$ cat config.mk
export PLATFORM = sky130hd
export DESIGN_NAME = snn_batch_ctrl
export DESIGN_NICKNAME = d
export VERILOG_FILES = /design/src/rtl/snn_pkg.sv /design/src/rtl/snn_watchdog.sv /design/src/rtl/snn_batch_ctrl.sv
export SDC_FILE = /design/constraint.sdc
export NUM_CORES = 1
export LEC_CHECK = 0
export BUFFER_PORTS_ARGS = -buffer_cell sky130_fd_sc_hd__clkbuf_2
export CORE_MARGIN = 2
export CORE_UTILIZATION = 55
export DETAILED_ROUTE_END_ITERATION = 12
export PLACE_DENSITY_LB_ADDON = 0.2
export REMOVE_ABC_BUFFERS = 1
export SLEW_MARGIN = 20
export SYNTH_ARGS = -nofsm -noshare
export SYNTH_HDL_FRONTEND = slang
export SYNTH_HIERARCHICAL = 1
export SYNTH_SLANG_ARGS = --single-unit
$ cat constraint.sdc
create_clock -name clk -period 5.46 [get_ports clk]
set_input_delay 0.819 -clock clk [delete_from_list [all_inputs] [get_ports clk]]
set_output_delay 0.819 -clock clk [all_outputs]
set_load 0.01 [all_outputs]
$ cat src/rtl/snn_pkg.sv
// Shared types and constants for the SNN batch controller.
// Imported by the watchdog and the batch controller.
package snn_pkg;

    localparam int DIGIT_W     = 4;
    localparam int NUM_SAMPLES = 10;

    localparam logic [DIGIT_W-1:0] TIMEOUT_DIGIT = 4'hF;

    typedef enum logic [2:0] {
        S_IDLE,
        S_LAUNCH,
        S_WAIT,
        S_RECORD,
        S_GAP,
        S_DONE
    } state_e;

endpackage

$ cat src/rtl/snn_watchdog.sv
// Cycle watchdog: counts while enabled and flags the cycle in which
// the count reaches TIMEOUT_CYCLES-1.
module snn_watchdog
    import snn_pkg::*;
#(
    parameter int TIMEOUT_CYCLES = 60000
) (
    input  logic clk,
    input  logic rst,
    input  logic clear,
    input  logic enable,
    output logic expire
);

    localparam int W = (TIMEOUT_CYCLES > 2) ? $clog2(TIMEOUT_CYCLES) : 1;
    localparam logic [W-1:0] LAST = W'(TIMEOUT_CYCLES - 1);

    logic [W-1:0] cnt_q;
    logic [W-1:0] cnt_d;
    logic [W-1:0] cnt_inc;

    always_comb begin
        cnt_inc = cnt_q + 1'b1;
        cnt_d   = cnt_q;
        if (clear) begin
            cnt_d = '0;
        end else if (enable && cnt_q != LAST) begin
            cnt_d = cnt_inc;
        end
        // Fires on the cycle whose increment lands on LAST.
        expire = enable && !clear && (cnt_inc == LAST);
    end

    always_ff @(posedge clk or posedge rst) begin
        if (rst) begin
            cnt_q <= '0;
        end else begin
            cnt_q <= cnt_d;
        end
    end

endmodule

$ cat src/rtl/snn_batch_ctrl.sv
// Batch sequencer: runs snn_core over up to MAX_SAMPLES sample RAMs
// and writes one result (digit or timeout) per sample.
module snn_batch_ctrl
    import snn_pkg::*;
#(
    parameter int MAX_SAMPLES    = NUM_SAMPLES,
    parameter int TIMEOUT_CYCLES = 60000,
    parameter int GAP_CYCLES     = 2
) (
    input  logic               clk,
    input  logic               rst,
    input  logic               batch_start,
    input  logic [3:0]         num_samples,
    input  logic               abort,
    input  logic               core_done,
    input  logic [DIGIT_W-1:0] core_digit,
    output logic               core_start,
    output logic [3:0]         sample_sel,
    output logic               res_we,
    output logic [3:0]         res_addr,
    output logic [DIGIT_W-1:0] res_digit,
    output logic               res_timeout,
    output logic               busy,
    output logic               batch_done,
    output logic [3:0]         timeout_count
);

    localparam logic [3:0] MAX_N    = 4'(MAX_SAMPLES);
    localparam logic [7:0] GAP_LAST = 8'((GAP_CYCLES > 0) ? GAP_CYCLES - 1 : 0);

    state_e             state_q, state_d;
    logic [3:0]         n_q, n_d;
    logic [3:0]         sel_q, sel_d;
    logic [3:0]         tcnt_q, tcnt_d;
    logic [DIGIT_W-1:0] digit_q, digit_d;
    logic               to_q, to_d;
    logic [7:0]         gap_q, gap_d;
    logic               done_prev_q;

    logic       done_edge;
    logic       wd_clear;
    logic       wd_en;
    logic       wd_expire;
    logic [3:0] n_new;

    snn_watchdog #(
        .TIMEOUT_CYCLES(TIMEOUT_CYCLES)
    ) u_wd (
        .clk   (clk),
        .rst   (rst),
        .clear (wd_clear),
        .enable(wd_en),
        .expire(wd_expire)
    );

    assign done_edge = core_done & ~done_prev_q;
    assign n_new     = (num_samples > MAX_N) ? MAX_N : num_samples;

    always_comb begin
        state_d    = state_q;
        n_d        = n_q;
        sel_d      = sel_q;
        tcnt_d     = tcnt_q;
        digit_d    = digit_q;
        to_d       = to_q;
        gap_d      = gap_q;
        wd_clear   = 1'b0;
        wd_en      = 1'b0;
        core_start = 1'b0;
        res_we     = 1'b0;
        batch_done = 1'b0;

        unique case (state_q)
            S_IDLE: begin
                if (batch_start) begin
                    n_d     = n_new;
                    sel_d   = '0;
                    tcnt_d  = '0;
                    state_d = (n_new == '0) ? S_DONE : S_LAUNCH;
                end
            end
            S_LAUNCH: begin
                core_start = 1'b1;
                wd_clear   = 1'b1;
                state_d    = S_WAIT;
            end
            S_WAIT: begin
                wd_en = 1'b1;
                // A real result beats a simultaneous watchdog expiry.
                if (done_edge) begin
                    digit_d = core_digit;
                    to_d    = 1'b0;
                    state_d = S_RECORD;
                end else if (wd_expire) begin
                    digit_d = TIMEOUT_DIGIT;
                    to_d    = 1'b1;
                    tcnt_d  = (tcnt_q == 4'hF) ? tcnt_q : tcnt_q + 4'd1;
                    state_d = S_RECORD;
                end
            end
            S_RECORD: begin
                res_we = 1'b1;
                if (sel_q == n_q - 4'd1) begin
                    state_d = S_DONE;
                end else if (GAP_CYCLES == 0) begin
                    sel_d   = sel_q + 4'd1;
                    state_d = S_LAUNCH;
                end else begin
                    gap_d   = '0;
                    state_d = S_GAP;
                end
            end
            S_GAP: begin
                if (gap_q == GAP_LAST) begin
                    sel_d   = sel_q + 4'd1;
                    state_d = S_LAUNCH;
                end else begin
                    gap_d = gap_q + 8'd1;
                end
            end
            S_DONE: begin
                batch_done = 1'b1;
                state_d    = S_IDLE;
            end
            default: state_d = S_IDLE;
        endcase

        if (abort && state_q != S_IDLE) begin
            state_d    = S_IDLE;
            tcnt_d     = tcnt_q;
            core_start = 1'b0;
            res_we     = 1'b0;
            batch_done = 1'b0;
        end
    end

    always_ff @(posedge clk or posedge rst) begin
        if (rst) begin
            state_q     <= S_IDLE;
            n_q         <= '0;
            sel_q       <= '0;
            tcnt_q      <= '0;
            digit_q     <= '0;
            to_q        <= 1'b0;
            gap_q       <= '0;
            done_prev_q <= 1'b0;
        end else begin
            state_q     <= state_d;
            n_q         <= n_d;
            sel_q       <= sel_d;
            tcnt_q      <= tcnt_d;
            digit_q     <= digit_d;
            to_q        <= to_d;
            gap_q       <= gap_d;
            done_prev_q <= core_done;
        end
    end

    assign sample_sel    = sel_q;
    assign timeout_count = tcnt_q;
    assign busy          = (state_q != S_IDLE);
    assign res_addr      = res_we ? sel_q : '0;
    assign res_digit     = res_we ? digit_q : '0;
    assign res_timeout   = res_we & to_q;

endmodule

==> results.md, run 1 <==
- Most numerous cell in the Yosys netlist: dfrtp_1
- Worst-path fanout max: 18
- Post-Route WL: 6040 um
- Sequential area share after synthesis: 0.389
- PortBufs: 33
- Initial antenna violation count: 0
- Crit. End Element: flop
- Crit path DAT: 3.88 ns
- Top-area cell type share of the netlist area: 0.389
- N_diodes: 0
- Reg clk slew, reported paths: 0.09 ns
- DR WL/cell: 15.3 um
- F_max: 0.274 GHz
- Post-Syn Area per Cell: 9.69 sq um
- Via Count: 2302
- PD cells: 346 mW/mm^2
- Switching part of the total power: 0.352
- Worst-skew pair later-pin latency: 0.30 ns
- Post-cts sizing count: 0
- Vias per Instance: 5.81
- Fin. Hold Viols: 0
- WS Path Type: flop to flop
- Iter 0 DRT Violations: 158
- DRC Markers: 0
- HP Class: flop to flop
- Main synth FF type: dfrtp_1
- Outcome: complete, no violations
- Synth area leader: dfrtp_1
- Fill cell count: 432
- Critical path's slowest cell: dfrtp_1
- Post-synth ARST share: 1.00
- Post-Syn Area: 0.00290 sq mm
- Netlist cell types: 62
- Die width: 76.6 um
- Final Skew: 0.0101 ns
- Full die area: 0.00587 sq mm
- GRT overflow: 0
- CTS tree: done
- Area of the core: 0.00511 sq mm
- Post-synth EDFFs: 0
- Total global-route track usage: 0.217
- Maximum vdd drop: 0.227 mV
- Post-CTS setup buffer count: 0
- Final worst-path cycle share: 0.668
- Row count: 26
- TritonCTS Buffers: 5
- TNS Setup: 0 ns
- Final setup viols: 0
- Slew @ Worst Pin: 0.679 ns
- Most common library cells after synthesis: dfrtp_1, nor2_1, nand2_1, xor2_1, inv_1
- Largest net degree at the start of global routing: 30
- Ports: 34
- Initial core utilization: 0.567
- Logic pwr share: 0.317
- Int Pwr: 0.719 mW
- Die Ht: 76.6 um
- Max clock buf depth: 2
- Layout cells sized above 1: 0.218
- Syn Inst Count: 299
- Hold_buf cts: 0
- Final GP Congestion: 0.861
- Drt pass-1 iters: 4
- RSZ-0062 raised after global routing: no
- Vias in the first global route: 2193
- WP data required: 5.69 ns
- MaxCap Viol Count: 0
- Register area: 0.00113 sq mm
- Final min period: 3.65 ns
- Layout Nets: 345
- Pleak: 1.44 nW
- Synth area leaders: dfrtp_1, xor2_1, nor2_1, o211ai_2, ha_1
- Worst path cell trace: or3b_1 > inv_1 > nand3_1 > nor3_1 > nand3_1 > nor4_1 > and4bb_2 > a41oi_4 > or3_1 > a21oi_1
- Multi-input gate area: 0.00162 sq mm
- Cell mode on critical path: nand3_1
- Switching pwr: 0.391 mW
- Area Growth Syn to Fin: 10.6%
- Seq pwr share: 0.408
- Yosys warnings: 6
- Antenna viol nets, final: 0
- First-pass GRT wire length: 10500 um
- WHS: 0.486 ns
- Clock network power share: 0.275
- H-tree depth: 2
- DP HPWL: 4450 um
- Yosys reg bits: 45
- Clock root buffer: clkbuf_8
- Clock sinks: 45
- Worst path max stage delay: 0.61 ns
- Crit start category: flop
- Count of pins over their slew limit: 0
- Worst slew margin: 0.543
==> state kept, by name (all words and copies together) (netlist names) <==
register	count
u_wd/cnt_q	16
sample_sel	4
n_q	4
gap_q	8
done_prev_q	1
state_q	3
timeout_count	4
to_q	1
digit_q	4
==> critical path, delay by kind of cell, from the launching register on <==
family                 cells  cell delay [ns]
AOI/OAI and AO/OA          2             0.31
buffers and inverters      1             0.54
DFF                        1             0.61
and+or+nand+nor            7             2.12
==> layout make-up <==
cell class / count / area share
multi-input combinational: 223 / 0.506
clock inverter: 3 / 0.0215
inverter: 16 / 0.0187
clock buffer: 5 / 0.0215
tap: 70 / 0.0273
sequential: 45 / 0.351
timing repair buffer: 34 / 0.0539
==> routing by layer <==
layer / global-route usage / share of wire / routed length, um / vias to the layer above
met5: 0 / 0 / 0 / -
met4: 0.0691 / 0.018 / 106 / 0
met3: 0.0367 / 0.031 / 187 / 10
met2: 0.348 / 0.48 / 2880 / 49
met1: 0.302 / 0.47 / 2870 / 1114
li1: - / - / - / 1129
==> cells by family (layout without fill, tap and decap cells) <==
| kind of cell | Yosys count | count (layout) | share of synthesized area |
|---|---|---|---|
| AO/OA/AOI/OAI | 55 | 55 | 0.165 |
| buffers and inverters | 31 | 58 | 0.0518 |
| multiplexers | 4 | 4 | 0.0160 |
| AND/OR/NAND/NOR | 130 | 130 | 0.261 |
| XOR/XNOR | 26 | 26 | 0.0838 |
| flip-flops | 45 | 45 | 0.389 |
| adder cells (fa/ha/maj) | 8 | 8 | 0.0337 |
==> layout by cell type, fill, tap and decap left out, drive strengths merged, types with 2 or more instances in the layout <==
master	n
ha	7
a211oi	2
bufinv	2
xnor2	9
nand2b	2
o21ai	11
nor2	31
o32ai	2
nand3b	6
nor3	13
or4b	2
nand3	14
o211ai	11
mux2	2
mux2i	2
nor4	6
nand4	8
a41oi	2
a21oi	8
a31oi	3
clkbuf	38
o21a	2
nand2	17
inv	17
or3b	2
xor2	16
o22a	5
o2111ai	2
dfrtp	45
nor3b	3
and3	4
nor4b	4
or4	4
and2	9
or3	3
==> power by group through the flow <==
stage          clock, mW  sequential, mW  combinational (mW)
2_1_floorplan          0           0.447               0.262
3_3_place_gp           0           0.456               0.345
3_5_place_dp           0           0.460               0.353
4_1_cts            0.313           0.453               0.354
5_1_grt            0.327           0.466               0.391
6_report           0.305           0.453               0.352
==> worst paths after layout <==
path	startpoint	endpoint	slack (ns)	cells after the start
max reg2reg	state_q[1]	timeout_count[3]	1.81	10
max	state_q[1]	timeout_count[3]	1.81	10
min	digit_q[1]	digit_q[1]	0.49	1
min reg2reg	digit_q[1]	digit_q[1]	0.49	1
max in group asynchronous	rst	to_q	4.47	2
min in group asynchronous	rst	u_wd/cnt_q[9]	0.58	2
==> metrics by stage <==
step                      instance area, sq um  instances  setup WS [ns]  power [mW]   util
after floorplan                           2810        284           2.33       0.710      -
after global placement                    3070        388           2.03       0.801  0.601
after detailed placement                  3070        388           1.82       0.813  0.601
after CTS                                 3210        396           1.83        1.12  0.628
after global routing                      3210        396           1.48        1.18  0.628
final                                     3210        396           1.81        1.11  0.628
Power figures use the tool's default switching activity.
==> inputs of run 2 (changes only) <==
--- a/config.mk
+++ b/config.mk
@@ -7,7 +7,7 @@
 export LEC_CHECK = 0
 export BUFFER_PORTS_ARGS = -buffer_cell sky130_fd_sc_hd__clkbuf_2
 export CORE_MARGIN = 2
-export CORE_UTILIZATION = 55
+export CORE_UTILIZATION = 53
 export DETAILED_ROUTE_END_ITERATION = 12
 export PLACE_DENSITY_LB_ADDON = 0.2
 export REMOVE_ABC_BUFFERS = 1
==> constraint.sdc (replaced) <==
create_clock -name clk -period 3.16 [get_ports clk]
set_input_delay 0.474 -clock clk [delete_from_list [all_inputs] [get_ports clk]]
set_output_delay 0.474 -clock clk [all_outputs]
set_load 0.01 [all_outputs]
==> run 2 against run 1 <==
Clock power rose by 39%. Count of clock-buffer cells in the layout did not move. Non-clock buffer count rose by 9. Utilization fell by 0.41 points. Critical path depth did not move. Cell count rose by 2.0%. Sequential cell count did not move. First-iteration DRC count fell by 20%. Fmax rose by 25%. Critical endpoint unchanged. Largest power group unchanged.
==> results.md, run 2 (same netlist as run 1, synthesis figures left out) <==
- CTS tree: done (unchanged)
- Outcome: complete, no violations (unchanged)
- Worst slew margin: 0.556 (was 0.543)
- Max FFs per register: 16 (unchanged)
- Vias per Instance: 5.75 (was 5.81)
- Minimum setup slack among reg-to-reg paths: 0.23 ns (was 1.81 ns)
- Hold_buf cts: 0 (unchanged)
- Clock root buffer: clkbuf_8 (unchanged)
- Full die area: 0.00607 sq mm (was 0.00587 sq mm)
- Crit path DAT: 3.15 ns (was 3.88 ns)
- Most frequent cells in the layout: dfrtp_1, clkbuf_2, nor2_1 (unchanged)
- Max clock buf depth: 2 (unchanged)
- Largest net degree at the start of global routing: 30 (unchanged)
- Ports: 34 (unchanged)
- Final Skew: 0.00563 ns (was 0.0101 ns)
- MaxCap Viol Count: 0 (unchanged)
- DP HPWL: 4400 um (was 4450 um)
- Clock sinks: 45 (unchanged)
- Post-Route WL: 5980 um (was 6040 um)
- Area Growth Syn to Fin: 12.0% (was 10.6%)
- Inst Count DP: 397 (was 388)
- PD cells: 567 mW/mm^2 (was 346 mW/mm^2)
- Power Total: 1.84 mW (was 1.11 mW)
- Crit start category: flop (unchanged)
- Die width: 77.9 um (was 76.6 um)
- Final setup viols: 0 (unchanged)
- Reg clk slew, reported paths: 0.08 ns (was 0.09 ns)
- Worst-skew pair later-pin latency: 0.30 ns (about the same)
- R2R depth: 10 (unchanged)
- Critical R2R Capture: timeout_count[3] (unchanged)
- Vias in the first global route: 2274 (was 2193)
- Via Count: 2322 (was 2302)
- Min setup slack post-route: 0.232 ns (was 1.81 ns)
- Area of the core: 0.00520 sq mm (was 0.00511 sq mm)
- Iter 0 DRT Violations: 126 (was 158)
- H-tree depth: 2 (unchanged)
- Row count: 26 (unchanged)
- N_diodes: 0 (unchanged)
- Antenna viol nets, final: 0 (unchanged)
- Initial antenna violation count: 0 (unchanged)
- Non-filler cells, final: 404 (was 396)
- Pleak: 1.47 nW (was 1.44 nW)
- Fin. Hold Viols: 0 (unchanged)
- WP data required: 3.39 ns (was 5.69 ns)
- Layout cells sized above 1: 0.237 (was 0.218)
- Maximum vdd drop: 0.338 mV (was 0.227 mV)
- HP Class: input port to async pin (was flop to flop)
- Layout Nets: 354 (was 345)
- Total global-route track usage: 0.216 (was 0.217)
- R2R Path Start: u_wd/cnt_q[0] (was state_q[1])
- Crit. End Element: flop (unchanged)
- Final worst-path cycle share: 0.927 (was 0.668)
- Pre-CTS setup slack: 0.166 ns (was 1.82 ns)
- F_max: 0.341 GHz (was 0.274 GHz)
- DRC Markers: 0 (unchanged)
- Count of pins over their slew limit: 0 (unchanged)
- Largest Register: u_wd/cnt_q (unchanged)
- PortBufs: 33 (unchanged)
- TritonCTS Buffers: 5 (unchanged)
- Largest registers: u_wd/cnt_q x16, gap_q x8 (unchanged)
- Die Ht: 77.9 um (was 76.6 um)
- Final GP Congestion: 0.915 (was 0.861)
- GRT overflow: 0 (unchanged)
- WS Path Type: flop to flop (unchanged)
- Worst-path fanout max: 8 (was 18)
- Drt pass-1 iters: 4 (unchanged)
- Slew @ Worst Pin: 0.664 ns (was 0.679 ns)
- Initial core utilization: 0.557 (was 0.567)
- First-pass GRT wire length: 10600 um (was 10500 um)
- DR WL/cell: 14.8 um (was 15.3 um)
- Commonest non-fill, non-tap cell in the layout: dfrtp_1 (unchanged)
- Final min period: 2.93 ns (was 3.65 ns)
[run 2: power breakdown]
group / internal [mW] / total [mW] / leakage, nW / switching (mW)
Sequential: 0.665 / 0.738 / 0.603 / 0.0739
Clock: 0.230 / 0.423 / 0.0540 / 0.193
Combinational: 0.285 / 0.680 / 0.812 / 0.395
[run 2: worst max-delay path, cell delays in order (launching register included)]
cell	delay [ns]
dfrtp_1	0.46
ha_1	0.22
nand4_1	0.18
nor3_1	0.36
xnor2_1	0.16
nand3_1	0.11
nor4_2	0.35
and4bb_2	0.33
a41oi_4	0.16
or3_1	0.38
a21oi_1	0.15
[run 2: cell type report]
| cell class | instances | area, sq um |
|---|---|---|
| Multi-Input combinational cell | 223 | 1630 |
| Clock buffer | 5 | 68.8 |
| Fill cell | 449 | 1960 |
| Inverter | 16 | 60.1 |
| Sequential cell | 45 | 1130 |
| Timing Repair Buffer | 43 | 240 |
| Clock inverter | 2 | 35.0 |
| Tap cell | 70 | 87.6 |
[run 2: metrics by stage]
step	setup TNS [ns]	util	hold slack (ns)	instance area (sq um)
after floorplan	0	-	0.388	2810
after global placement	0	0.602	0.463	3140
after detailed placement	0	0.602	0.475	3140
after CTS	0	0.622	0.233	3240
after global routing	-0.00905	0.624	0.270	3250
final	0	0.624	0.220	3250
[run 2: metal layers]
layer / vias to the layer above / global-route usage / share of wire
li1: 1150 / - / -
met1: 1132 / 0.278 / 0.45
met2: 33 / 0.369 / 0.51
met3: 7 / 0.0384 / 0.032
met4: 0 / 0.0719 / 0.012
met5: - / 0 / 0
[run 2: worst max-delay path by stage]
stage | start | endpoint | slack [ns] | cells past startpoint
floorplan | state_q[1] | timeout_count[3] | 0.03 | 10
global placement | u_wd/cnt_q[0] | timeout_count[3] | 0.34 | 10
detailed placement | u_wd/cnt_q[0] | timeout_count[3] | 0.17 | 10
CTS | u_wd/cnt_q[0] | timeout_count[3] | 0.15 | 10
global route | u_wd/cnt_q[0] | timeout_count[3] | -0.009 | 10
finish | u_wd/cnt_q[0] | timeout_count[3] | 0.23 | 10
[run 2: repair_timing]
action,4_1_cts,5_1_grt
gates resized for setup,0,1
buffers inserted,0,0
endpoints found under the setup margin,0,1
==> inputs of run 3 (changes only) <==
--- a/config.mk
+++ b/config.mk
@@ -5,10 +5,12 @@
 export SDC_FILE = /design/constraint.sdc
 export NUM_CORES = 1
 export LEC_CHECK = 0
+export ABC_AREA = 1
 export BUFFER_PORTS_ARGS = -buffer_cell sky130_fd_sc_hd__clkbuf_2
 export CORE_MARGIN = 2
 export CORE_UTILIZATION = 53
 export DETAILED_ROUTE_END_ITERATION = 12
+export HOLD_SLACK_MARGIN = 0.15
 export PLACE_DENSITY_LB_ADDON = 0.2
 export REMOVE_ABC_BUFFERS = 1
 export SLEW_MARGIN = 20
==> run 3 against run 2 <==
Die area rose by 2.5%. Critical path type unchanged. Sequential share of layout area is 0.46 points lower. Sequential cell count unchanged. Largest cell class unchanged. Highest routed layer unchanged. Power up 2.6%.
==> results.md, run 3 <==
- Initial antenna violation count: 0 (unchanged)
- Worst path max stage delay: 0.46 ns (about the same)
- Post-Route WL: 6360 um (was 5980 um)
- Largest Register: u_wd/cnt_q (unchanged)
- Post-cts sizing count: 0 (unchanged)
- GRT overflow: 0 (unchanged)
- F_max: 0.429 GHz (was 0.341 GHz)
- TNS Setup: 0 ns (unchanged)
- Cell mode on critical path: nor2_1
- Most frequent cells in the layout: nand2_1, inv_1, nand3_1 (was dfrtp_1, clkbuf_2, nor2_1)
- Area Growth Syn to Fin: 10.6% (was 12.0%)
- Slew @ Worst Pin: 0.620 ns (was 0.664 ns)
- First-pass GRT wire length: 11300 um (was 10600 um)
- Worst slew margin: 0.586 (was 0.556)
- H-tree depth: 2 (unchanged)
- Inst Count DP: 519 (was 397)
- Via Count: 2711 (was 2322)
- N_diodes: 0 (unchanged)
- Crit. End Element: flop (unchanged)
- Maximum vdd drop: 0.344 mV (was 0.338 mV)
- Clock root buffer: clkbuf_8 (unchanged)
- Syn Inst Count: 419 (was 299)
- HP Class: input port to flop (was input port to async pin)
- Largest registers: u_wd/cnt_q x16, gap_q x8 (unchanged)
- DR WL/cell: 12.0 um (was 14.8 um)
- Post-synth ARST share: 1.00 (unchanged)
- Final Skew: 0.00918 ns (was 0.00563 ns)
- Sequential area share after synthesis: 0.378 (was 0.389)
- Final GP Congestion: 0.923 (was 0.915)
- Netlist cell types: 33 (was 62)
- Die Ht: 78.9 um (was 77.9 um)
- Hold_buf cts: 1 (was 0)
- Yosys warnings: 6 (unchanged)
- WS Path Type: flop to flop (unchanged)
- Row count: 27 (was 26)
- Post-CTS setup buffer count: 0 (unchanged)
- Vias per Instance: 5.13 (was 5.75)
- Antenna viol nets, final: 0 (unchanged)
- Final min period: 2.33 ns (was 2.93 ns)
- Initial core utilization: 0.544 (was 0.557)
- Vias in the first global route: 2538 (was 2274)
- Total global-route track usage: 0.225 (was 0.216)
- Worst path cell trace: inv_2 > nand3_4 > inv_2 > inv_1 > nor2_1 > nand3_1 > nor2_1 > nand2_1 > nor2_1 > nand3_1 > nor2_1 > nand3_1 > nand2_1 > nand3_2 > nand2_1 > o21ai_1 (was ha_1 > nand4_1 > nor3_1 > xnor2_1 > nand3_1 > nor4_2 > and4bb_2 > a41oi_4 > or3_1 > a21oi_1)
- RSZ-0062 raised after global routing: no
- Post-Syn Area: 0.00298 sq mm (was 0.00290 sq mm)
- MaxCap Viol Count: 0 (unchanged)
- Worst-path fanout max: 9 (was 8)
- Outcome: complete, no violations (unchanged)
- Layout cells sized above 1: 0.178 (was 0.237)
- Die width: 78.9 um (was 77.9 um)
- Count of pins over their slew limit: 0 (unchanged)
- Yosys reg bits: 45 (unchanged)
- Most common library cells after synthesis: nand2_1, inv_1, nand3_1, dfrtp_1, nor2_1 (was dfrtp_1, nor2_1, nand2_1, xor2_1, inv_1)
- Reg clk slew, reported paths: 0.09 ns (was 0.08 ns)
- Max FFs per register: 16 (unchanged)
- PD cells: 574 mW/mm^2 (was 567 mW/mm^2)
- Synth area leader: dfrtp_1 (unchanged)
- Final worst-path cycle share: 0.738 (was 0.927)
- Largest net degree at the start of global routing: 25 (was 30)
- Synth area leaders: dfrtp_1, nand2_1, nand3_1, inv_1, nor2_1 (was dfrtp_1, xor2_1, nor2_1, o211ai_2, ha_1)
- Critical path's slowest cell: dfrtp_1 (unchanged)
- WHS: 0.324 ns (was 0.220 ns)
- Crit path DAT: 2.52 ns (was 3.15 ns)
- Top-area cell type share of the netlist area: 0.378 (was 0.389)
- Clock sinks: 45 (unchanged)
- Crit start category: flop (unchanged)
- DP HPWL: 4770 um (was 4400 um)
- PortBufs: 33 (unchanged)
- Minimum setup slack among reg-to-reg paths: 0.83 ns (was 0.23 ns)
- Post-synth EDFFs: 0 (unchanged)
- Pleak: 1.63 nW (was 1.47 nW)
- CTS tree: done (unchanged)
- Iter 0 DRT Violations: 132 (was 126)
- Post-Syn Area per Cell: 7.10 sq um (was 9.69 sq um)
- Drt pass-1 iters: 4 (unchanged)
- Ports: 34 (unchanged)
- Non-filler cells, final: 528 (was 404)
- Final setup viols: 0 (unchanged)
- Main synth FF type: dfrtp_1 (unchanged)
- Fin. Hold Viols: 0 (unchanged)
- Worst-skew pair later-pin latency: 0.30 ns (about the same)
- Full die area: 0.00623 sq mm (was 0.00607 sq mm)
- WP data required: 3.35 ns (was 3.39 ns)
- Max clock buf depth: 2 (unchanged)
- Commonest non-fill, non-tap cell in the layout: nand2_1 (was dfrtp_1)
- Layout Nets: 475 (was 354)
- Area of the core: 0.00547 sq mm (was 0.00520 sq mm)
- TritonCTS Buffers: 5 (unchanged)
- DRC Markers: 0 (unchanged)
- Most numerous cell in the Yosys netlist: nand2_1 (was dfrtp_1)
[run 3: changes by cell type after synthesis, moves of 10 or more]
cell | before | now
nor2_1 | 31 | 45
nand2_1 | 17 | 103
xor2_1 | 16 | 2
nand3_1 | 14 | 51
o21ai_0 | 10 | 20
inv_1 | 15 | 56
[run 3: path summary, 6_finish.rpt]
| kind | from | endpoint | cells past startpoint |
|---|---|---|---|
| worst min register to register | n_q[3] | n_q[3] | 1 |
| worst max-delay path | state_q[2] | timeout_count[1] | 16 |
| max in group asynchronous | rst | gap_q[2] | 4 |
| worst min-delay path | core_done | done_prev_q | 1 |
| worst max register to register | state_q[2] | timeout_count[1] | 16 |
| min in group asynchronous | rst | gap_q[4] | 3 |
[run 3: logic make-up after synthesis]
logic type | after synthesis | share of synthesized area
buffers and inverters | 67 | 0.0925
AOI/OAI and AO/OA | 43 | 0.0791
xor gates and xnor gates | 3 | 0.00883
and+or+nand+nor | 254 | 0.412
DFF | 45 | 0.378
adders and majority gates | 7 | 0.0294
[run 3: area by class of cell]
class	count	area [sq um]
Sequential cell	45	1130
Clock buffer	6	72.6
Inverter	61	229
Fill cell	523	2180
Timing Repair Buffer	35	183
Multi-Input combinational cell	307	1570
Tap cell	72	90.1
Clock inverter	2	15.0
[run 3: critical path: cells and delay by family, from the launching register on]
kind | cells | cell delay, ns
AOI/OAI and AO/OA | 1 | 0.07
buffers and inverters | 3 | 0.40
DFF | 1 | 0.46
and+or+nand+nor | 12 | 1.30
[run 3: per-stage QoR]
stage | power, mW | instance area, sq um | utilization | setup slack, ns
final | 1.89 | 3290 | 0.601 | 0.827
after global routing | 2.04 | 3290 | 0.601 | 0.396
after CTS | 1.91 | 3290 | 0.601 | 0.817
after detailed placement | 1.54 | 3190 | 0.583 | 0.843
after global placement | 1.52 | 3190 | 0.583 | 0.976
after floorplan | 1.34 | 2930 | - | 1.15
[run 3: metal layers]
layer / track usage / up-vias / wire length, um
met1: 0.308 / 1233 / 3080
li1: - / 1415 / -
met3: 0.0398 / 8 / 212
met2: 0.361 / 55 / 2980
met5: 0 / - / 0
met4: 0.0793 / 0 / 85
[run 3: power breakdown]
group | switching [mW] | internal [mW] | total [mW] | leakage (nW)
registers | 0.0898 | 0.674 | 0.763 | 0.597
logic | 0.525 | 0.240 | 0.764 | 0.994
clock network | 0.206 | 0.156 | 0.362 | 0.0374
